[src/rtl/debug_pkg.sv]
// Shared constants and state encodings for the register-bank debug dump path.
package debug_pkg;

    localparam int unsigned BANK_SIZE      = 32;
    localparam int unsigned ADDR_LENGTH    = 5;
    localparam int unsigned DATA_LENGTH    = 32;
    localparam int unsigned BYTE_WIDTH     = 8;
    localparam int unsigned BYTES_PER_WORD = DATA_LENGTH / BYTE_WIDTH;
    localparam int unsigned BYTE_CNT_W     = (BYTES_PER_WORD > 1) ? $clog2(BYTES_PER_WORD) : 1;

    localparam logic [ADDR_LENGTH-1:0] LAST_ADDR = ADDR_LENGTH'(BANK_SIZE - 1);
    localparam logic [BYTE_CNT_W-1:0]  LAST_BYTE = BYTE_CNT_W'(BYTES_PER_WORD - 1);

    typedef enum logic [2:0] {
        ST_IDLE,
        ST_LOAD,
        ST_SEND,
        ST_WAIT,
        ST_NEXT,
        ST_DONE
    } dump_state_e;

    typedef enum logic [1:0] {
        SER_IDLE,
        SER_SEND,
        SER_WAIT
    } ser_state_e;

endpackage

[src/rtl/word_serializer.sv]
// Shifts one captured register word out MSB-byte-first over a start/done byte handshake.
module word_serializer
    import debug_pkg::*;
(
    input  logic                   i_clk,
    input  logic                   i_rst_n,
    input  logic                   load,
    input  logic [DATA_LENGTH-1:0] word,
    output logic                   tx_start,
    output logic [BYTE_WIDTH-1:0]  tx_data,
    input  logic                   tx_done,
    output logic                   last_byte_done_c
);

    ser_state_e               phase_q, phase_d;
    logic [DATA_LENGTH-1:0]   shreg_q, shreg_d;
    logic [BYTE_CNT_W-1:0]    cnt_q, cnt_d;
    logic                     tx_start_q, tx_start_d;

    always_ff @(posedge i_clk or negedge i_rst_n) begin
        if (!i_rst_n) begin
            phase_q    <= SER_IDLE;
            shreg_q    <= '0;
            cnt_q      <= '0;
            tx_start_q <= 1'b0;
        end else begin
            phase_q    <= phase_d;
            shreg_q    <= shreg_d;
            cnt_q      <= cnt_d;
            tx_start_q <= tx_start_d;
        end
    end

    // tx_done is only honoured in WAIT, so early or stray pulses never advance the byte.
    always_comb begin
        phase_d          = phase_q;
        shreg_d          = shreg_q;
        cnt_d            = cnt_q;
        last_byte_done_c = 1'b0;
        case (phase_q)
            SER_IDLE: begin
                if (load) begin
                    shreg_d = word;
                    cnt_d   = '0;
                    phase_d = SER_SEND;
                end
            end
            SER_SEND: phase_d = SER_WAIT;
            SER_WAIT: begin
                if (tx_done) begin
                    shreg_d = shreg_q << BYTE_WIDTH;
                    cnt_d   = cnt_q + BYTE_CNT_W'(1);
                    if (cnt_q == LAST_BYTE) begin
                        last_byte_done_c = 1'b1;
                        phase_d          = SER_IDLE;
                    end else begin
                        phase_d = SER_SEND;
                    end
                end
            end
            default: phase_d = SER_IDLE;
        endcase
        tx_start_d = (phase_d == SER_SEND);
    end

    assign tx_start = tx_start_q;
    assign tx_data  = shreg_q[DATA_LENGTH-1 -: BYTE_WIDTH];

endmodule

[src/rtl/reg_dump_unit.sv]
// Walks the register bank on a debug request and streams every word out through the UART byte handshake.
module reg_dump_unit
    import debug_pkg::*;
(
    input  logic                   i_clk,
    input  logic                   i_rst_n,
    input  logic                   i_start,
    output logic [ADDR_LENGTH-1:0] o_reg_addr,
    input  logic [DATA_LENGTH-1:0] i_reg_data,
    output logic [BYTE_WIDTH-1:0]  o_tx_data,
    output logic                   o_tx_start,
    input  logic                   i_tx_done,
    output logic                   o_busy,
    output logic                   o_done
);

    dump_state_e              state_q, state_d;
    logic [ADDR_LENGTH-1:0]   addr_q, addr_d;
    logic                     busy_q, busy_d;
    logic                     done_q, done_d;
    logic                     load_c;
    logic                     last_byte_done_c;

    always_ff @(posedge i_clk or negedge i_rst_n) begin
        if (!i_rst_n) begin
            state_q <= ST_IDLE;
            addr_q  <= '0;
            busy_q  <= 1'b0;
            done_q  <= 1'b0;
        end else begin
            state_q <= state_d;
            addr_q  <= addr_d;
            busy_q  <= busy_d;
            done_q  <= done_d;
        end
    end

    // SEND/WAIT mirror the serializer so NEXT follows the final byte ack with no dead cycle.
    always_comb begin
        state_d = state_q;
        addr_d  = addr_q;
        busy_d  = busy_q;
        done_d  = 1'b0;
        load_c  = 1'b0;
        case (state_q)
            ST_IDLE: begin
                if (i_start) begin
                    addr_d  = '0;
                    busy_d  = 1'b1;
                    state_d = ST_LOAD;
                end
            end
            ST_LOAD: begin
                load_c  = 1'b1;
                state_d = ST_SEND;
            end
            ST_SEND: state_d = ST_WAIT;
            ST_WAIT: begin
                if (last_byte_done_c) begin
                    state_d = ST_NEXT;
                end else if (i_tx_done) begin
                    state_d = ST_SEND;
                end
            end
            ST_NEXT: begin
                if (addr_q == LAST_ADDR) begin
                    done_d  = 1'b1;
                    state_d = ST_DONE;
                end else begin
                    addr_d  = addr_q + ADDR_LENGTH'(1);
                    state_d = ST_LOAD;
                end
            end
            ST_DONE: begin
                busy_d  = 1'b0;
                addr_d  = '0;
                state_d = ST_IDLE;
            end
            default: state_d = ST_IDLE;
        endcase
    end

    word_serializer u_word_serializer (
        .i_clk            (i_clk),
        .i_rst_n          (i_rst_n),
        .load             (load_c),
        .word             (i_reg_data),
        .tx_start         (o_tx_start),
        .tx_data          (o_tx_data),
        .tx_done          (i_tx_done),
        .last_byte_done_c (last_byte_done_c)
    );

    assign o_reg_addr = addr_q;
    assign o_busy     = busy_q;
    assign o_done     = done_q;

endmodule

[config.mk]
export PLATFORM = sky130hd
export DESIGN_NAME = reg_dump_unit
export DESIGN_NICKNAME = d
export VERILOG_FILES = /design/src/rtl/debug_pkg.sv /design/src/rtl/word_serializer.sv /design/src/rtl/reg_dump_unit.sv
export SDC_FILE = /design/constraint.sdc
export NUM_CORES = 1
export LEC_CHECK = 0
export CAP_MARGIN = 15
export CORE_MARGIN = 1.5
export CORE_UTILIZATION = 46
export CTS_BUF_LIST = sky130_fd_sc_hd__clkbuf_4 sky130_fd_sc_hd__clkbuf_8
export DETAILED_ROUTE_END_ITERATION = 6
export PLACE_DENSITY = 0.81
export SLEW_MARGIN = 20
export SYNTH_ARGS = -nofsm -noshare
export SYNTH_HDL_FRONTEND = slang
export SYNTH_SLANG_ARGS = --single-unit
[constraint.sdc]
create_clock -name i_clk -period 1.7 [get_ports i_clk]
set_input_delay 0.34 -clock i_clk [delete_from_list [all_inputs] [get_ports i_clk]]
set_output_delay 0.34 -clock i_clk [all_outputs]
set_load 0.05 [all_outputs]
==> results.tsv, run 1 <==
metric	value	unit
synth_ff_type	dfrtp_1	
crit_type	register to register	
drv_cap	0	
fin_ws	0.0278	ns
synth.distinct_cells	33	
ant_nets	0	
cts.sinks	47	
fp.dieW	71.7	µm
vias	1665	
met1_usage	25.2	%
use_met2	27.2	%
crit_slowest_cell	or4b_4	
clockBufferDepth	2	
tightest_slew	0.488	ns
dieArea	5140	µm²
die_h	71.7	µm
cts_tree	yes	
setup_viol	0	
io_pins	52	
powerDensity	1460	nW/µm²
slew_violations	0	
htree_levels	2	
power.total	4.24	mW
hold_path_class	primary input to asynchronous set/reset pin	
holdBufCountCts	0	
drc	0	
path_clk_slew	0.09	ns
critPathCaptureType	register	
floorplan.initialDensity	48.9	%
nNetsFinal	295	
grt_pass1_wl	7.16	mm
busiest_layer	met2	
wl	4.56	mm
dpl.cell_count	298	
place_ws	0.00204	ns
synth_top_area_share	54.1	%
grt_max_degree	48	
synth_edf_count	0	
drt-vias-per-instance	5.39	
drive_above_1_share	21.0	%
synthCells	204	
synth_nets	243	
stdcell_count	309	
area_delta_synth_final	33.6	%
antenna_found_initial	0	
period_minus_slack	1.67	ns
grt.total_usage	17.9	%
gp_congestion	0.761	
hold_slack	-0.00204	ns
vdd_drop_max	0.604	mV
finalCritPeriodShare	98.4	%
n_antenna_cell	0	
rows	24	
finalHoldViolCount	1	
worstPathRequired	1.92	ns
seq_area_frac_synth	54.1	%
use_met3	3.66	%
firstDrtPassIters	6	
crit_family	simple AND/OR/NAND/NOR gates	
synthTopCellsByArea	dfrtp_1 (54%), mux2i_1 (11%), nand2_1 (6.2%)	
failed_checks	hold timing	
yosysWarnings	0	
clock_skew	0.0122	ns
outcome	complete, but fails checks	
ys_ff_latch	47	
grt-ovfl-total	0	
core	4440	µm²
portBuffers	51	
first_iter_violations	125	
p_leak	1.27	nW
maxSlewHeadroom	67.2	%
clockRootBuffer	clkbuf_8	
insertion_delay	0.31	ns
grt_pass1_vias	1568	
path_buf_inv	1	
synth_area	2170	µm²
start_kind	register	
synth_most_common_cell	dfrtp_1	
critPathMaxStageDelay	0.56	ns
crit_fanout	21	
avgRoutedWirePerCell	14.8	µm
yosysTopAreaCell	dfrtp_1	
syn_area_per_cell	10.6	µm²
max_freq	598	MHz
ys_top_cells_by_count	dfrtp_1 (47), nand2_1 (36), mux2i_1 (24), o21ai_0 (24), o21ai_1 (10)	
worstPathArrival	1.89	ns
synthArstFlopShare	100	%
setup_tns	0	ns
worstPathCellList	or4b_4, a21o_4, clkbuf_16, o21ai_0	
cts_buffers	5	
power by group:
| group | leakage (nW) | switching, mW | internal [mW] | total, mW |
|---|---|---|---|---|
| sequential | 0.589 | 0.252 | 1.50 | 1.76 |
| clock | 0.0474 | 0.377 | 0.332 | 0.709 |
| combinational | 0.634 | 1.02 | 0.752 | 1.77 |
| total | 1.27 | 1.65 | 2.59 | 4.24 |
state kept, by name, summed over array words and instances (netlist names):
register / flops
u_word_serializer.shreg_q: 32
o_reg_addr: 5
state_q: 3
u_word_serializer.cnt_q: 2
u_word_serializer.phase_q: 2
o_busy: 1
o_done: 1
u_word_serializer.tx_start: 1
repair_timing:
action,4_1_cts,5_1_grt
resized for setup,1,5
pin swaps,0,1
setup endpoints to repair,2,21
cloned,0,1
buffers inserted,0,2
final timing paths:
check | startpoint | endpoint | slack [ns] | depth (start not counted)
max in group asynchronous | i_rst_n | o_reg_addr[1] | 1.46 | 2
max | state_q[1] | u_word_serializer.shreg_q[22] | 0.03 | 4
max reg2reg | state_q[1] | u_word_serializer.shreg_q[22] | 0.03 | 4
min reg2reg | u_word_serializer.shreg_q[25] | u_word_serializer.shreg_q[25] | 0.49 | 2
min in group i_clk | u_word_serializer.shreg_q[25] | u_word_serializer.shreg_q[25] | 0.49 | 2
min | i_rst_n | o_reg_addr[3] | -0.002 | 2
stage by stage:
stage	hold WS (ns)	utilization [%]	area, µm²
final	-0.00204	65.3	2900
after global placement	0.339	61.2	2720
after detailed placement	0.344	61.2	2720
after CTS	0.0148	63.6	2830
after floorplan	0.0444	-	2200
after global routing	0.0161	65.3	2900
layout by cell type, fill, tap and decap left out, drive strengths merged, types with 2 or more instances in the layout:
master          n
a22o            9
a31oi           2
and3            2
buf            30
clkbuf          7
clkdlybuf4s50  34
dfrtp          47
ha              3
inv             2
mux2i          24
nand2          36
nor2            6
o21ai          34
o22ai           2
o31ai           2
per-layer routing:
metal / wire [µm] / vias up
li1: - / 810
met1: 2050 / 805
met2: 2240 / 44
met3: 201 / 6
met4: 72 / 0
met5: 0 / -
kinds of logic after synthesis:
family,Yosys count,synth area share [%]
buffers and inverters,22,6.62
flip-flops,47,54.1
adder cells (fa/ha/maj),3,1.73
multiplexers,25,11.6
AO/OA/AOI/OAI,54,15.0
AND/OR/NAND/NOR,53,10.9
layout make-up:
type	count	area (µm²)
clock buffer	6	82.6
clock inverter	2	16.3
fill	361	1540
inverter	2	7.51
multi-input combinational	135	921
sequential	47	1180
tap	52	65.1
timing repair buffer	65	629
No activity file was read; power rests on OpenSTA's default activity.
==> run 2: changes to the inputs <==
Settings changed: CORE_UTILIZATION 46 to 43, PLACE_DENSITY 0.81 to 0.74.
Clock period 1.7 ns to 1.82 ns, I/O delays scaled along.
==> run 2 against run 1 <==
  * The run now ends clean
  * Final area fell by 0.82%
  * Worst setup slack improved by 0.054 ns
  * Flip-flop and latch count stayed put
  * Global-route usage hardly changed
  * Critical path depth grew 3
  * Non-clock buffer count fell by 1
  * Power is 3.9% lower
  * Cell count is 4.5% higher
  * Fmax shrank 3.8%
  * Largest cell class unchanged
  * Highest routed layer unchanged
==> results.tsv, run 2 (synthesis results as in run 1) <==
metric	value	unit
outcome	completed	
swShare	36.1	%
setup_tns	0	ns
nNetsFinal	294	
crit_type	register to register	
htree_levels	2	
drc	0	
cts.sinks	47	
crit_fanout	4	
tightest_slew	0.633	ns
regMostFlops	u_word_serializer.shreg_q	
wl	4.41	mm
floorplan.initialDensity	45.4	%
hold_end	u_word_serializer.shreg_q[9]	
min_path_cells	2	
cts_buffers	5	
finalCritPeriodShare	95.5	%
worstPathRequired	2.00	ns
vdd_drop_max	0.674	mV
clockBufferDepth	2	
p_leak	1.27	nW
cts_tree	yes	
reg2reg_depth	7	
area_delta_synth_final	32.5	%
r2r_setup_slack	0.08	ns
firstDrtPassIters	4	
first_iter_violations	122	
reg2reg_from	o_reg_addr[1]	
p_sw	1.47	mW
worstReg2RegEnd	o_reg_addr[3]	
start_kind	register	
postLayoutCoreUtil	60.1	%
p_comb_share	38.2	%
clock_power_share	22.1	%
hold_path_class	register to register	
slew_violations	0	
hpwl	2.99	mm
grt.total_usage	17.9	%
gp_congestion	0.757	
pwr-share-seq	39.6	%
intPower	2.60	mW
vias	1594	
portBuffers	51	
fp.dieW	74.1	µm
grt-ovfl-total	0	
grt_max_degree	60	
antenna_found_initial	0	
max_freq	575	MHz
hold_slack	0.483	ns
die_h	74.1	µm
powerDensity	1420	nW/µm²
setup_viol	0	
power.total	4.07	mW
worstPathArrival	1.92	ns
final_common_cell	dfrtp_1	
layout_common_cells	dfrtp_1 (45), nand2_1 (36), clkdlybuf4s50_1 (34)	
period_minus_slack	1.74	ns
path_clk_slew	0.08	ns
dieArea	5490	µm²
drive_above_1_share	19.9	%
clock_skew	0.00830	ns
clockRootBuffer	clkbuf_8	
grt_pass1_vias	1578	
drt-vias-per-instance	4.93	
avgRoutedWirePerCell	13.6	µm
n_antenna_cell	0	
maxSlewHeadroom	57.2	%
critPathCaptureType	register	
io_pins	52	
rows	25	
ant_nets	0	
finalHoldViolCount	0	
core	4790	µm²
insertion_delay	0.30	ns
fill_cells	405	
grt_pass1_wl	7.35	mm
drv_cap	0	
hold_path_startpoint	u_word_serializer.shreg_q[9]	
largest_register_ffs	32	
run 2: metal layers:
layer / vias to the layer above / track usage, % / routed length (µm)
met3: 7 / 4.61 / 173
met2: 48 / 25.9 / 2080
li1: 810 / - / -
met1: 729 / 25.9 / 2090
met4: 0 / 6.58 / 68
met5: - / 0 / 0
run 2: final cells by class:
type	count	area (µm²)	share of cell area, %
Inverter	2	7.51	0.261
Timing Repair Buffer	64	578	20.1
Multi-Input combinational cell	135	893	31.0
Clock inverter	2	60.1	2.09
Clock buffer	6	76.3	2.65
Sequential cell	47	1180	41.0
Tap cell	67	83.8	2.91
run 2: power by group through the flow:
stage | sequential [mW] | clock, mW | combinational (mW)
3_5_place_dp | 1.64 | 0 | 1.54
4_1_cts | 1.62 | 0.926 | 1.55
5_1_grt | 1.67 | 0.967 | 1.71
6_report | 1.61 | 0.902 | 1.56
2_1_floorplan | 1.68 | 0 | 1.15
3_3_place_gp | 1.63 | 0 | 1.50
run 2: per-stage QoR:
step | instances | cell area [µm²] | setup slack (ns)
after floorplan | 204 | 2170 | 0.00624
after global placement | 313 | 2690 | 0.0739
after detailed placement | 313 | 2690 | 0.0169
after CTS | 322 | 2840 | 0.0559
after global routing | 323 | 2880 | -0.00184
final | 323 | 2880 | 0.0818
run 2: worst max path at each step:
stage                     slack (ns)  cells past startpoint       endpoint     startpoint
final                           0.08                      7  o_reg_addr[3]  o_reg_addr[1]
after global routing          -0.002                      7  o_reg_addr[3]  o_reg_addr[1]
after CTS                       0.06                      7  o_reg_addr[3]  o_reg_addr[0]
after detailed placement        0.02                      6  o_reg_addr[1]  o_reg_addr[0]
after global placement          0.07                      7  o_reg_addr[2]  o_reg_addr[0]
after floorplan                0.006                      7  o_reg_addr[2]  o_reg_addr[0]
run 2: timing repair:
action | in CTS | in global routing
hold endpoints to repair | 10 | 0
hold buffers | 1 | 0
resized for setup | 1 | 7
setup buffers | 0 | 1
pin swaps | 0 | 0
setup endpoints to repair | 2 | 5
gates cloned | 0 | 0
run 2: critical path, stage by stage, from the launching register on:
cell and delay (ns):
dfrtp_2 0.39, ha_2 0.20, and3_1 0.19, ha_2 0.24, nand2b_4 0.08, a22oi_2 0.19
o21ai_1 0.10, a22o_1 0.23
